--- src/rtl/sysad_req_sched.sv ---
// Round-robin scheduler sharing the cpu-side SysAD bus among NREQ single-word requesters.
// Latency: write grant->done 3 cycles; read 4 cycles plus response wait (bounded by TIMEOUT).
// Backpressure: no grant while the registered e_ok is low; requests stay pending until done.
module sysad_req_sched #(
  parameter int NREQ    = 4,
  parameter int TIMEOUT = 255
) (
  input  logic                sysclk,
  input  logic                reset_l,
  input  logic [NREQ-1:0]     req,
  input  logic [NREQ-1:0]     req_wr,
  input  logic [32*NREQ-1:0]  req_addr,
  input  logic [32*NREQ-1:0]  req_wdata,
  output logic                done,
  output logic [2:0]          done_id,
  output logic [31:0]         rdata,
  output logic                err,
  input  logic                e_ok_l,
  input  logic                e_valid_l,
  output logic                p_valid_l,
  input  logic [31:0]         sys_ad_in,
  input  logic [4:0]          sys_cmd_in,
  output logic [31:0]         sys_ad_out,
  output logic [4:0]          sys_cmd_out,
  output logic                sys_ad_oe
);

  localparam logic [4:0]  RD_WORD      = 5'b00011;
  localparam logic [4:0]  WR_WORD      = 5'b01011;
  localparam logic [4:0]  WR_DATA_LAST = 5'b11000;
  localparam logic [15:0] TO_LAST      = 16'(TIMEOUT - 1);
  localparam logic [2:0]  LAST_ID      = 3'(NREQ - 1);

  typedef enum logic [2:0] {IDLE, CMD, WDATA, RTURN, RWAIT, RBACK, FIN} state_t;

  state_t      state, nxt;
  logic        e_ok_r, e_valid_r;
  logic [31:0] ad_r;
  logic [4:0]  cmd_r;
  logic [2:0]  rr, id_q;
  logic        wr_q;
  logic [31:0] addr_q, wdata_q;
  logic [15:0] cnt;

  logic        gnt_vld, hi_vld;
  logic [2:0]  gnt_id, hi_id, lo_id;
  logic        sel_wr;
  logic [31:0] sel_addr, sel_wdata;
  logic        resp, grant;
  logic        unused_cmd_bits;

  assign resp            = e_valid_r && cmd_r[4];
  assign grant           = (state == IDLE) && gnt_vld && e_ok_r;
  assign done_id         = id_q;
  assign unused_cmd_bits = ^cmd_r[3:0];

  // Round-robin pick: lowest pending index at or above rr, else lowest pending overall.
  always_comb begin
    gnt_vld = 1'b0;
    hi_vld  = 1'b0;
    hi_id   = 3'd0;
    lo_id   = 3'd0;
    for (int i = NREQ - 1; i >= 0; i--) begin
      if (req[i]) begin
        gnt_vld = 1'b1;
        lo_id   = 3'(i);
        if (3'(i) >= rr) begin
          hi_vld = 1'b1;
          hi_id  = 3'(i);
        end
      end
    end
    gnt_id = hi_vld ? hi_id : lo_id;
  end

  // Select the granted requester's command fields.
  always_comb begin
    sel_wr    = 1'b0;
    sel_addr  = 32'd0;
    sel_wdata = 32'd0;
    for (int i = 0; i < NREQ; i++) begin
      if (3'(i) == gnt_id) begin
        sel_wr    = req_wr[i];
        sel_addr  = req_addr[32*i +: 32];
        sel_wdata = req_wdata[32*i +: 32];
      end
    end
  end

  // State register.
  always_ff @(posedge sysclk or negedge reset_l) begin
    if (!reset_l) state <= IDLE;
    else          state <= nxt;
  end

  // Next state and bus drive; the bus is released from RTURN through RWAIT.
  always_comb begin
    nxt         = state;
    p_valid_l   = 1'b1;
    sys_ad_oe   = 1'b1;
    sys_ad_out  = 32'd0;
    sys_cmd_out = 5'd0;
    done        = 1'b0;
    case (state)
      IDLE:  if (grant) nxt = CMD;
      CMD: begin
        p_valid_l   = 1'b0;
        sys_ad_out  = addr_q;
        sys_cmd_out = wr_q ? WR_WORD : RD_WORD;
        nxt         = wr_q ? WDATA : RTURN;
      end
      WDATA: begin
        p_valid_l   = 1'b0;
        sys_ad_out  = wdata_q;
        sys_cmd_out = WR_DATA_LAST;
        nxt         = FIN;
      end
      RTURN: begin
        sys_ad_oe = 1'b0;
        nxt       = RWAIT;
      end
      RWAIT: begin
        sys_ad_oe = 1'b0;
        if (resp || cnt == TO_LAST) nxt = RBACK;
      end
      RBACK: nxt = FIN;
      FIN: begin
        done = 1'b1;
        nxt  = IDLE;
      end
      default: nxt = IDLE;
    endcase
  end

  // Input sampling, grant capture, wait counter and read result.
  always_ff @(posedge sysclk or negedge reset_l) begin
    if (!reset_l) begin
      e_ok_r    <= 1'b0;
      e_valid_r <= 1'b0;
      ad_r      <= 32'd0;
      cmd_r     <= 5'd0;
      rr        <= 3'd0;
      id_q      <= 3'd0;
      wr_q      <= 1'b0;
      addr_q    <= 32'd0;
      wdata_q   <= 32'd0;
      cnt       <= 16'd0;
      rdata     <= 32'd0;
      err       <= 1'b0;
    end else begin
      e_ok_r    <= ~e_ok_l;
      e_valid_r <= ~e_valid_l;
      ad_r      <= sys_ad_in;
      cmd_r     <= sys_cmd_in;
      if (grant) begin
        id_q    <= gnt_id;
        wr_q    <= sel_wr;
        addr_q  <= sel_addr;
        wdata_q <= sel_wdata;
        rr      <= (gnt_id == LAST_ID) ? 3'd0 : gnt_id + 3'd1;
      end
      if (state == RTURN) cnt <= 16'd0;
      if (state == RWAIT) begin
        cnt <= cnt + 16'd1;
        if (resp) begin
          rdata <= ad_r;
          err   <= 1'b0;
        end else if (cnt == TO_LAST) begin
          rdata <= 32'd0;
          err   <= 1'b1;
        end
      end
    end
  end

endmodule

--- config.mk ---
export PLATFORM = sky130hd
export DESIGN_NAME = sysad_req_sched
export DESIGN_NICKNAME = d
export VERILOG_FILES = /design/src/rtl/sysad_req_sched.sv
export SDC_FILE = /design/constraint.sdc
export NUM_CORES = 1
export LEC_CHECK = 0
export BUFFER_PORTS_ARGS = -buffer_cell sky130_fd_sc_hd__buf_2
export CORE_AREA = 2 2 148 150
export CTS_CLUSTER_DIAMETER = 60
export DETAILED_ROUTE_END_ITERATION = 16
export DIE_AREA = 0 0 150 152
export PLACE_DENSITY = 0.68
export SLEW_MARGIN = 40
export SYNTH_ARGS = -nofsm -noshare
export SYNTH_HDL_FRONTEND = slang
export SYNTH_SLANG_ARGS = --single-unit
--- constraint.sdc ---
create_clock -name sysclk -period 3.87 [get_ports sysclk]
set_clock_uncertainty 0.2 [all_clocks]
set_input_delay 0 -clock sysclk [delete_from_list [all_inputs] [get_ports sysclk]]
set_output_delay 0 -clock sysclk [all_outputs]
set_load 0.05 [all_outputs]
; Yosys cells after proc, flatten, opt, wreduce, memory -nomap -nowiden
; Cells that the tools add are included.
[op_classes]
n_addsub = 2
eq_ne = 13
n_reduce_logical = 13
magnitude_cmp = 4
bitwise = 2
n_mux = 54
[op_table]
columns = cell, count
row1 = two-way mux 32 bit, 10
row2 = one-hot mux 32 bit (2 select lines), 1
row3 = two-way mux 3 bit, 13
row4 = two-way mux 16 bit, 2
row5 = two-way mux 1 bit, 22
row6 = "adder 16 x 1 -> 16 bit, second input constant", 1
row7 = "equality test 16 x 8 -> 1 bit, second input constant", 1
row8 = one-hot mux 3 bit (5 select lines), 1
row9 = one-hot mux 5 bit (2 select lines), 1
row10 = "equality test 3 x 2 -> 1 bit, second input constant", 3
row11 = "equality test 3 bit, second input constant", 3
row12 = "equality test 2 x 3 -> 1 bit, first input constant", 2
row13 = "greater-or-equal comparator 1 x 3 -> 1 bit, first input constant", 2
row14 = "greater-or-equal comparator 2 x 3 -> 1 bit, first input constant", 2
row15 = zero test 3 bit, 2
row16 = two-way mux 2 bit, 3
row17 = OR reduction 2 bit, 3
row18 = two-way mux 4 bit, 1
row19 = "inequality test 2 bit, second input constant", 2
row20 = AND reduction 2 bit, 2
row21 = nonzero test 2 bit, 2
row22 = "adder 3 x 1 -> 3 bit, second input constant", 1
row23 = "equality test 1 x 3 -> 1 bit, first input constant", 1
row24 = "equality test 3 x 1 -> 1 bit, second input constant", 1
row25 = other kinds (3), 6
[word_totals]
inputBits = 305
output_inout_bits = 76
register_bits = 162

; Depth between registers and ports, before layout
; Gate-level depths: netlist of run 1.
[depth]
depth_word = 15
ltp_mapped = 12
ltp_nobuf = 9

; Worst setup path after synthesis of run 1
; OpenSTA, ideal clock, no wires.
[synth_path]
path_type = reg-to-reg
from = register rr[1]
to = register wdata_q[0]
arrival_time_ns = 2.332
stages_incl_launch_ff = 10
n_path_buf = 3
slack_ns = 1.201
cell_sequence = dfrtp_1 -> nor2b_1 -> a221oi_1 -> ha_1 -> buf_2 -> buf_1 -> clkbuf_1 -> o21ai_0 -> a22oi_1 -> a21oi_1
[synth_via]
elab_chain_cells = 15
elab_cells_between_ends = 29
[synth_rtl]
columns = element, line_no
row1 = start: declaration, 40  ; logic [2:0] rr, id_q;
row2 = start signal: assignment, 160  ; rr <= (gnt_id == LAST_ID) ? 3'd0 : gnt_id + 3'd1;
row3 = greater-or-equal comparator 2 x 3 -> 1 bit, 67  ; if (3'(i) >= rr) begin
row4 = two-way mux 2 bit / two-way mux 1 bit (equally long branches), 67
row5 = two-way mux 2 bit / two-way mux 1 bit (equally long branches), 64  ; if (req[i]) begin
row6 = two-way mux 3 bit / two-way mux 1 bit (equally long branches), 67
row7 = two-way mux 3 bit / two-way mux 1 bit (equally long branches), 64
row8 = two-way mux 3 bit / two-way mux 1 bit (equally long branches), 67
row9 = two-way mux 3 bit / two-way mux 1 bit (equally long branches), 64
row10 = two-way mux 3 bit / two-way mux 1 bit (equally long branches), 67
row11 = two-way mux 3 bit / two-way mux 1 bit (equally long branches), 64
row12 = two-way mux 3 bit *, 73  ; gnt_id = hi_vld ? hi_id : lo_id;
row13 = named net gnt_id[0], 46  ; logic [2:0] gnt_id, hi_id, lo_id;
row14 = zero test 3 bit, 82  ; if (3'(i) == gnt_id) begin
row15 = two-way mux 32 bit (3 in a row), 82
row16 = two-way mux 32 bit *, 82
row17 = end signal: assignment, 159  ; wdata_q <= sel_wdata;
row18 = end: declaration, 42  ; logic [31:0] addr_q, wdata_q;
; The timed path passes the listed nets; every way through them passes the cells marked *.
; A chain may end at the register's enable or synchronous reset.

; Worst setup path after layout of run 1
[layout_path]
from = register rr[1]
to = register wdata_q[21]
; Same word-level chain as after synthesis.

==> results.ini, run 1 <==
[status]
outcome = finished clean

[yosys]
synth_commonest_cells = a21oi_1, dfrtp_1, nand2_1, inv_1
yosysMostFrequentCell = a21oi_1
syn-cell-area_um2 = 8210
syn_inst = 933
synth_edf_count = 0
synth.area.top_cells = dfrtp_1, a21oi_1, a22o_1, a22oi_1, o21ai_0
synth_top_area_share_pct = 47.5
synth_cell_types = 50
synth.avg_cell_area_um2 = 8.80
seq_area_frac_synth_pct = 47.5
synth-async-reset-ratio_pct = 100
yosys_most_used_dff = dfrtp_1
synth_seq_cells = 156
ys_warn_count = 0
synth_area_leader_cell = dfrtp_1

[layout]
area_growth_pct = 53.3
layout.nets = 1739
multi_input_area_um2 = 3670
layout-drive-gt1-share_pct = 30.5
fill_cells = 1863
stdcell_area_um2 = 12600
seqCellArea_um2 = 3900

[die]
start_util_pct = 38.5
io_pins = 381
fp.dieW_um = 150
die_area_um2 = 22800
fp-row-count = 54
die_y_um = 152
core_um2 = 21400

[drt]
first_pass_iters = 7
drtIter0Drc = 426
vias_per_cell = 5.16
vias = 8918
drc = 0
wl_um = 28100
ant_nets = 0
wl_per_cell_um = 16.3

[clocking]
clk_path_buf_depth = 2
cts_root_buffer = clkbuf_16
cts_tree = done
cts.clk_slew.worst_paths_ns = 0.06
ctsHtreeMaxLevel = 4
insertion_delay_ns = 0.42
cts_buffers = 17
cts.sink_count = 156
cts_setup_buffers = 0

[sta]
grt_setup_unrepaired = false
finalWorstSetupSlack_ns = 0.440
finalSetupViolations = 0
tightest_slew_ns = 0.775
finalMaxSlewViolations = 0
relSlewSlack_pct = 47.7
final-hold-violation-count = 0
setup-tns-final_ns = 0
fin_crit_sh_pct = 88.6
fin_crit_ns = 3.43
fmax_ghz = 0.292

[global_routing]
grt_max_degree = 131
grtUsageTotal_pct = 24.3
antenna_found_initial = 8
grt_pass1_vias = 8583
overflow = 0
grt_first_pass_wirelength_um = 44100

[critical_path]
path_max_fanout = 44
worstSetupPathType = flip-flop to flip-flop
crit_path_end_kind = flip-flop
start_kind = flip-flop
worstPathRequired_ns = 3.95
critPathArrivalTime_ns = 3.51

[place]
gp_congestion = 0.883
place_area_um2 = 10200
dpl_worst_slack_ns = 0.979
hpwl_um = 18800
io_buffers = 374

[min_path]
hold_class = input pin to flip-flop

[power_and_ir_drop]
p_per_area_nw_per_um2 = 782
peakVddDrop_v = 0.000331
p_leak_nw = 6.13

[flow_run]
maxCapViolations = 0

through the flow:
| stage | utilization (%) | hold WS [ns] | total power [W] | instances |
|---|---|---|---|---|
| floorplan | - | -0.496 | 0.00616 | 934 |
| global placement | 47.9 | -0.0914 | 0.00734 | 1516 |
| detailed placement | 48.0 | -0.106 | 0.00744 | 1517 |
| CTS | 58.7 | 0.00211 | 0.00984 | 1719 |
| global route | 58.9 | 0.0110 | 0.0105 | 1726 |
| finish | 58.9 | 0.0247 | 0.00984 | 1728 |
sequential cells by signal (all words and copies together) (netlist names):
register / count
ad_r: 32
addr_q: 32
rdata: 32
wdata_q: 32
cnt: 16
state: 3
done_id: 2
rr: 2
cmd_r: 1
e_ok_r: 1
e_valid_r: 1
err: 1
wr_q: 1
cells by family after synthesis:
logic type / Yosys count / synth area share [%]
other: 1 / 0.0457
multiplexers: 13 / 1.63
flip-flops: 156 / 47.5
buffers and inverters: 157 / 8.49
adder cells (fa/ha/maj): 6 / 0.914
XOR/XNOR: 1 / 0.107
AND/OR/NAND/NOR: 189 / 10.6
AO/OA/AOI/OAI: 410 / 30.7
final cells by class:
| class | instances | share of cell area [%] |
|---|---|---|
| well taps | 280 | 2.78 |
| flip-flops and latches | 156 | 31.0 |
| diodes | 7 | 0.139 |
| multi-input cells | 621 | 29.1 |
| clock buffers | 17 | 3.38 |
| repair buffers | 559 | 30.1 |
| clock inverters | 15 | 1.25 |
| inverters | 73 | 2.18 |
power breakdown:
part / switching, W / internal (W)
combinational: 0.00338 / 0.00216
clock: 0.000730 / 0.000908
sequential: 0.000443 / 0.00221
worst paths after layout:
kind / start / to / slack, ns / depth (start not counted)
max in group asynchronous: reset_l / addr_q[4]$_DFFE_PN0P_ / 2.48 / 4
max: rr[1]$_DFFE_PN0P_ / wdata_q[21]$_DFFE_PN0P_ / 0.44 / 11
min reg2reg: ad_r[9]$_DFF_PN0_ / rdata[9]$_DFFE_PN0P_ / 0.27 / 1
min: sys_ad_in[12] / ad_r[12]$_DFF_PN0_ / 0.02 / 2
max reg2reg: rr[1]$_DFFE_PN0P_ / wdata_q[21]$_DFFE_PN0P_ / 0.44 / 11
min in group asynchronous: reset_l / cnt[0]$_DFFE_PN0N_ / 0.37 / 3
per-layer routing:
metal / track usage, % / vias up / share of wire (%)
li1: - / 4311 / -
met1: 31.1 / 4150 / 43
met2: 39.8 / 393 / 48
met3: 4.95 / 62 / 6.1
met4: 10.3 / 2 / 3.2
met5: 0 / - / 0.043
critical path: stages, from the launching register on:
cell and delay (ns):
dfrtp_1 0.44, nand2b_1 0.17, a21oi_1 0.14, a221oi_1 0.07, buf_4 0.18, inv_1 0.12
ha_4 0.47, buf_4 0.46, a21oi_1 0.12, a22oi_1 0.22, dlygate4sd3_1 0.59, a21oi_1 0.06
layout by cell type (no fill, tap or decap), drive strengths merged, types with 17 or more instances in the layout:
master       instances
dfrtp              156
o21ai               72
a22oi               62
a22o                64
nand2               79
a21oi              192
inv                 79
nor2                72
clkbuf              17
dlygate4sd3        171
buf                388
what timing repair did:
action	in CTS	in global routing
gates resized for setup	0	0
hold endpoints to repair	254	32
hold buffers	170	1
No activity file was read; power rests on OpenSTA's default activity.
==> inputs of run 2 (changes only) <==
Settings changed: ABC_AREA from default to 1, CORE_AREA 2 2 148 150 to default, CORE_ASPECT_RATIO from default to 0.6, CORE_MARGIN from default to 1, CORE_UTILIZATION from default to 48, DIE_AREA 0 0 150 152 to default, PLACE_DENSITY 0.68 to 0.81.
==> run 2 against run 1 <==
The run now ends with hold timing left; worst hold slack got worse by 0.031 ns; sequential power decreased by 5%; register-to-register slack got worse by 0.15 ns; clock-buffer cell count unchanged; total power increased by 2.6%; setup slack got worse by 0.24 ns; flip-flop and latch count unchanged; global-route usage increased by 10 points; synthesized cell count increased by 38%; die area decreased by 18%; utilization increased by 16 points; combinational power increased by 4.2%; critical path type is now input pin to flip-flop; largest power group unchanged.
==> results.ini, run 2 <==
[status]
outcome = finished, violations left
violations = hold timing

[yosys]
synth_top_family_by_area = simple AND/OR/NAND/NOR gates
synth-async-reset-ratio_pct = 100
synth_edf_count = 0
yosysMostFrequentCell = nand2_1
yosys_most_used_dff = dfrtp_1
synth_cell_types = 28
synth_area_leader_cell = dfrtp_1
ys_warn_count = 0
synth_compound_area_share_pct = 8.27
syn-cell-area_um2 = 8760
seq_area_frac_synth_pct = 44.6
synth_xor_area_share_pct = 0.300
synth_seq_cells = 156
synth_commonest_cells = nand2_1, dfrtp_1, nand3_1, inv_1, a21oi_1
synth_fa_ha_area_share_pct = 0.857
synthMuxAreaShare_pct = 0
syn_inst = 1283
synthSimpleGateAreaFrac_pct = 37.0
synth.area.top_cells = dfrtp_1, nand2_1, nand3_1, inv_1, a21oi_1
synth.avg_cell_area_um2 = 6.82
synth_top_area_share_pct = 44.6

[sta]
whs_ns = -0.00583
final-hold-violation-count = 4
fin_crit_sh_pct = 94.9
finalSetupViolations = 0
tightest_slew_ns = 0.773
grt_setup_unrepaired = false
fmax_ghz = 0.272
finalMaxSlewViolations = 0
finalWorstSetupSlack_ns = 0.199
setup-tns-final_ns = 0
fin_crit_ns = 3.67
relSlewSlack_pct = 48.4

[clocking]
hold_buffers = 172
cts_setup_buffers = 0
ctsHtreeMaxLevel = 4
clk_path_buf_depth = 2
cts.clk_slew.worst_paths_ns = 0.07
cts_buffers = 17
cts_root_buffer = clkbuf_16
cts.sink_count = 156
insertion_delay_ns = 0.41
cts_resized = 0
cts_tree = done

[layout]
final_cell_count_no_fill = 2032
final_cell_mix = nand2_1, buf_2, dlygate4sd3_1
area_growth_pct = 49.4
layout.nets = 2095
multi_input_area_um2 = 4100
layout-drive-gt1-share_pct = 24.2
fill_cells = 1312
seqCellArea_um2 = 3900
layout_commonest_cell = nand2_1

[critical_path]
start_kind = input pin
path_max_fanout = 57
crit_path_end_kind = flip-flop
worst-path-buf-inv = 6
critPathMaxStageDelay_ns = 0.57
worstSetupPathType = input pin to flip-flop
worstPathRequired_ns = 4.02
crit_family = buffers and inverters
cp_cell_sequence = dlygate4sd3_1 -> buf_2 -> nor3_1 -> dlygate4sd3_1 -> inv_1 -> nand2_1 -> nand2_1 -> ha_2 -> nor2_4 -> buf_12 -> nand2_1 -> nand2_1 -> nand3_1 -> nand2_1 -> dlygate4sd3_1 -> nand2_1 -> nand2_1
cp_slowest_cell = dlygate4sd3_1
critPathArrivalTime_ns = 3.82
cpMostUsedCell = nand2_1

[die]
io_pins = 381
die_y_um = 107
core_um2 = 17500
start_util_pct = 50.0
fp.dieW_um = 176
fp-row-count = 37
die_area_um2 = 18800

[drt]
wl_per_cell_um = 15.8
first_pass_iters = 6
vias = 10300
wl_um = 32200
vias_per_cell = 5.08
ant_nets = 0
drc = 0
drtIter0Drc = 860

[global_routing]
grt_pass1_vias = 9957
antenna_found_initial = 1
grtUsageTotal_pct = 34.6
grt_first_pass_wirelength_um = 50300
grt_max_degree = 96
overflow = 0

[place]
hpwl_um = 21000
io_buffers = 374
dpl_worst_slack_ns = 1.04
gp_congestion = 0.907
dp_cells = 1827

[min_path]
hold_class = input pin to asynchronous set/reset pin

[power_and_ir_drop]
p_per_area_nw_per_um2 = 772
peakVddDrop_v = 0.000501
p_leak_nw = 7.48

[flow_run]
maxCapViolations = 0

-- run 2: final timing paths --
path,slack (ns),end,startpoint,depth (start not counted)
max in group asynchronous,2.47,rr[0]$_DFFE_PN0P_,reset_l,3
worst max register to register,0.29,wdata_q[27]$_DFFE_PN0P_,rr[1]$_DFFE_PN0P_,17
worst max-delay path,0.20,wdata_q[27]$_DFFE_PN0P_,req[1],17
worst min register to register,0.25,rdata[21]$_DFFE_PN0P_,ad_r[21]$_DFF_PN0_,2
worst min-delay path,-0.006,done_id[0]$_DFFE_PN0P_,reset_l,2
min in group sysclk,0.02,ad_r[15]$_DFF_PN0_,sys_ad_in[15],2
-- run 2: report_power, final --
| part | total [W] | internal [W] | switching, W |
|---|---|---|---|
| clock network | 0.00178 | 0.00104 | 0.000736 |
| logic | 0.00577 | 0.00207 | 0.00370 |
| registers | 0.00254 | 0.00215 | 0.000394 |
| total | 0.0101 | 0.00526 | 0.00483 |
-- run 2: cell families after synthesis --
group,count (synthesis)
AO/OA/AOI/OAI,119
XOR/XNOR,3
adder cells (fa/ha/maj),6
buffers and inverters,185
flip-flops,156
other,1
AND/OR/NAND/NOR,813
-- run 2: metal layers --
metal | routed length [um] | GRT usage, %
met1 | 14100 | 46.9
met2 | 14600 | 55.4
met3 | 2610 | 6.56
met4 | 867 | 12.3
met5 | 0 | 0
-- run 2: worst reg2reg max path, stage by stage, from the launching register on --
cell and delay (ns):
dfrtp_1 0.37, inv_1 0.09, nand3_1 0.12, nand2_1 0.08
inv_1 0.08, nand3_1 0.11, nand2_1 0.22, inv_1 0.11
ha_2 0.34, nor2_4 0.39, buf_12 0.32, nand2_1 0.19
nand2_1 0.11, nand3_1 0.08, nand2_1 0.07, dlygate4sd3_1 0.55
nand2_1 0.05, nand2_1 0.08
-- run 2: per-stage QoR --
stage / utilization [%] / instance area (um2) / total power [W] / hold slack [ns]
2_1_floorplan: - / 8760 / 0.00596 / -0.496
3_3_place_gp: 61.2 / 10700 / 0.00725 / -0.0925
3_5_place_dp: 61.3 / 10700 / 0.00734 / -0.129
4_1_cts: 74.7 / 13100 / 0.00997 / 0.0140
5_1_grt: 74.7 / 13100 / 0.0107 / 0.0164
6_report: 74.7 / 13100 / 0.0101 / -0.00583
-- run 2: layout make-up --
class | count | share of cell area, %
clock inverters | 15 | 1.57
clock buffers | 17 | 3.25
well taps | 234 | 2.24
inverters | 109 | 3.14
repair buffers | 557 | 28.6
flip-flops and latches | 156 | 29.9
diodes | 1 | 0.0191
multi-input cells | 943 | 31.4
==> inputs of run 3 (changes only) <==
Clock period 3.87 ns to 3.6 ns, I/O delays scaled along.
==> run 3 against run 2 <==
The flow now finishes without violations; via count rose by 2.7%; global-route usage rose by 0.12 points; largest power group unchanged; sequential share of layout area shrank 0.34 points; utilization increased by 0.87 points; flip-flop and latch count did not move; clock power about the same; routed wire length rose by 3.6%.
==> results.ini, run 3 (synthesis gave the netlist of run 2 again) <==
[status]
outcome = finished clean

[power_and_ir_drop]
total_power_w = 0.0109
p_sw_share_pct = 48.7
power_frac_clock_pct = 16.5
comb_power_share_pct = 58.4
p_leak_nw = 7.56
peakVddDrop_v = 0.000457
p_per_area_nw_per_um2 = 825
p_switching_w = 0.00531
seq_power_share_pct = 25.2
internal_power_w = 0.00560

[global_routing]
overflow = 0
grtUsageTotal_pct = 34.7
grt_max_degree = 100
grt_first_pass_wirelength_um = 50800
antenna_found_initial = 3
grt_pass1_vias = 10200

[die]
core_um2 = 17500
fp-row-count = 37
start_util_pct = 50.0
die_area_um2 = 18800
die_y_um = 107
io_pins = 381
fp.dieW_um = 176

[critical_path]
critPathArrivalTime_ns = 3.65
worstPathRequired_ns = 3.75
crit_path_end_kind = flip-flop
worstSetupStartpoint = req[2]
worstSetupPathType = input pin to flip-flop
path_max_fanout = 28
start_kind = input pin
timing.rr.start = rr[1]$_DFFE_PN0P_

[layout]
layout_commonest_cell = nand2_1
layout-drive-gt1-share_pct = 24.5
seqCellArea_um2 = 3900
layout.nets = 2108
final_cell_mix = nand2_1, buf_2, dlygate4sd3_1
area_growth_pct = 51.1
final_cell_count_no_fill = 2047
fill_cells = 1319
multi_input_area_um2 = 4100

[place]
io_buffers = 374
gp_congestion = 0.913
dp_cells = 1829
dpl_worst_slack_ns = 0.708
hpwl_um = 21100

[sta]
finalMaxSlewViolations = 0
finalWorstSetupSlack_ns = 0.0995
tightest_slew_ns = 0.781
fin_crit_sh_pct = 97.2
relSlewSlack_pct = 47.9
fmax_ghz = 0.286
final-hold-violation-count = 0
finalSetupViolations = 0
fin_crit_ns = 3.50

[drt]
ant_nets = 0
first_pass_iters = 6
wl_per_cell_um = 16.3
drtIter0Drc = 1346
drc = 0
vias = 10600
wl_um = 33300
vias_per_cell = 5.18

[clocking]
cts_buffers = 17
ctsHtreeMaxLevel = 4
cts.sink_count = 156
clk_path_buf_depth = 2
insertion_delay_ns = 0.41
cts.clk_slew.worst_paths_ns = 0.08
cts_root_buffer = clkbuf_16
cts_tree = done

[min_path]
min_from = sys_ad_in[12]
hold_class = input pin to flip-flop

[flow_run]
maxCapViolations = 0

run 3: cell types whose count changed in the layout (fill, tap and decap cells not counted), moves of 3 or more:
cell       change
buf_4          +5
inv_8          +6
clkinv_2       -3
bufinv_16      -3
buf_16         +4
inv_6          -3
run 3: area by class of cell:
| cell class | count | area share [%] |
|---|---|---|
| diodes | 3 | 0.0567 |
| clock buffers | 17 | 3.22 |
| clock inverters | 15 | 1.29 |
| inverters | 109 | 3.09 |
| multi-input cells | 943 | 31.0 |
| flip-flops and latches | 156 | 29.5 |
| well taps | 234 | 2.21 |
| repair buffers | 570 | 29.6 |
run 3: power by group through the flow:
stage,registers (W),clock network [W],logic (W)
6_report,0.00275,0.00180,0.00637
3_3_place_gp,0.00272,0,0.00502
3_5_place_dp,0.00273,0,0.00516
4_1_cts,0.00272,0.00181,0.00606
2_1_floorplan,0.00326,0,0.00314
5_1_grt,0.00279,0.00190,0.00687
run 3: worst paths after layout:
path                            cells after the start                      to  slack (ns)
worst min-delay path                                2      ad_r[12]$_DFF_PN0_        0.02
min in group asynchronous                           3         err$_DFFE_PN0P_        0.37
worst max-delay path                               20  addr_q[12]$_DFFE_PN0P_         0.1
worst max register to register                     14  addr_q[12]$_DFFE_PN0P_        0.15
worst min register to register                      2   rdata[31]$_DFFE_PN0P_        0.24
max in group asynchronous                           5    rdata[7]$_DFFE_PN0P_        1.86
run 3: repair_timing:
| action | in CTS | in global routing |
|---|---|---|
| endpoints found under the setup margin | 0 | 62 |
| gates resized for setup | 0 | 5 |
| endpoints found under the hold margin | 203 | 26 |
| setup buffers | 0 | 8 |
| hold buffers | 173 | 1 |
run 3: stage by stage:
stage               area (um2)  TNS [ns]  hold slack [ns]  utilization (%)
floorplan                 8760         0           -0.496                -
global placement         10700         0          -0.0928             61.2
detailed placement       10800         0           -0.109             61.4
CTS                      13100         0          0.00762             74.7
global route             13200  -0.00615           0.0104             75.6
finish                   13200         0           0.0191             75.6
run 3: per-layer routing:
metal / routed length [um] / GRT usage, %
met5: 0 / 0
met4: 780 / 11.0
met3: 3330 / 6.31
met2: 15200 / 55.9
met1: 14000 / 47.6
run 3: critical path: stages:
cell and delay, ns:
dlygate4sd3_1 0.56, buf_2 0.15, inv_1 0.10, nor3_1 0.05, dlygate4sd3_1 0.57, inv_1 0.07, nand2_1 0.05, nand2_1 0.12
ha_1 0.16, inv_1 0.06, nor2_4 0.18, buf_12 0.20, buf_16 0.18, nand2_1 0.08, nand2_1 0.06, nand3_1 0.18
nand2_1 0.13, dlygate4sd3_1 0.56, nand2_1 0.07, nand2_1 0.09
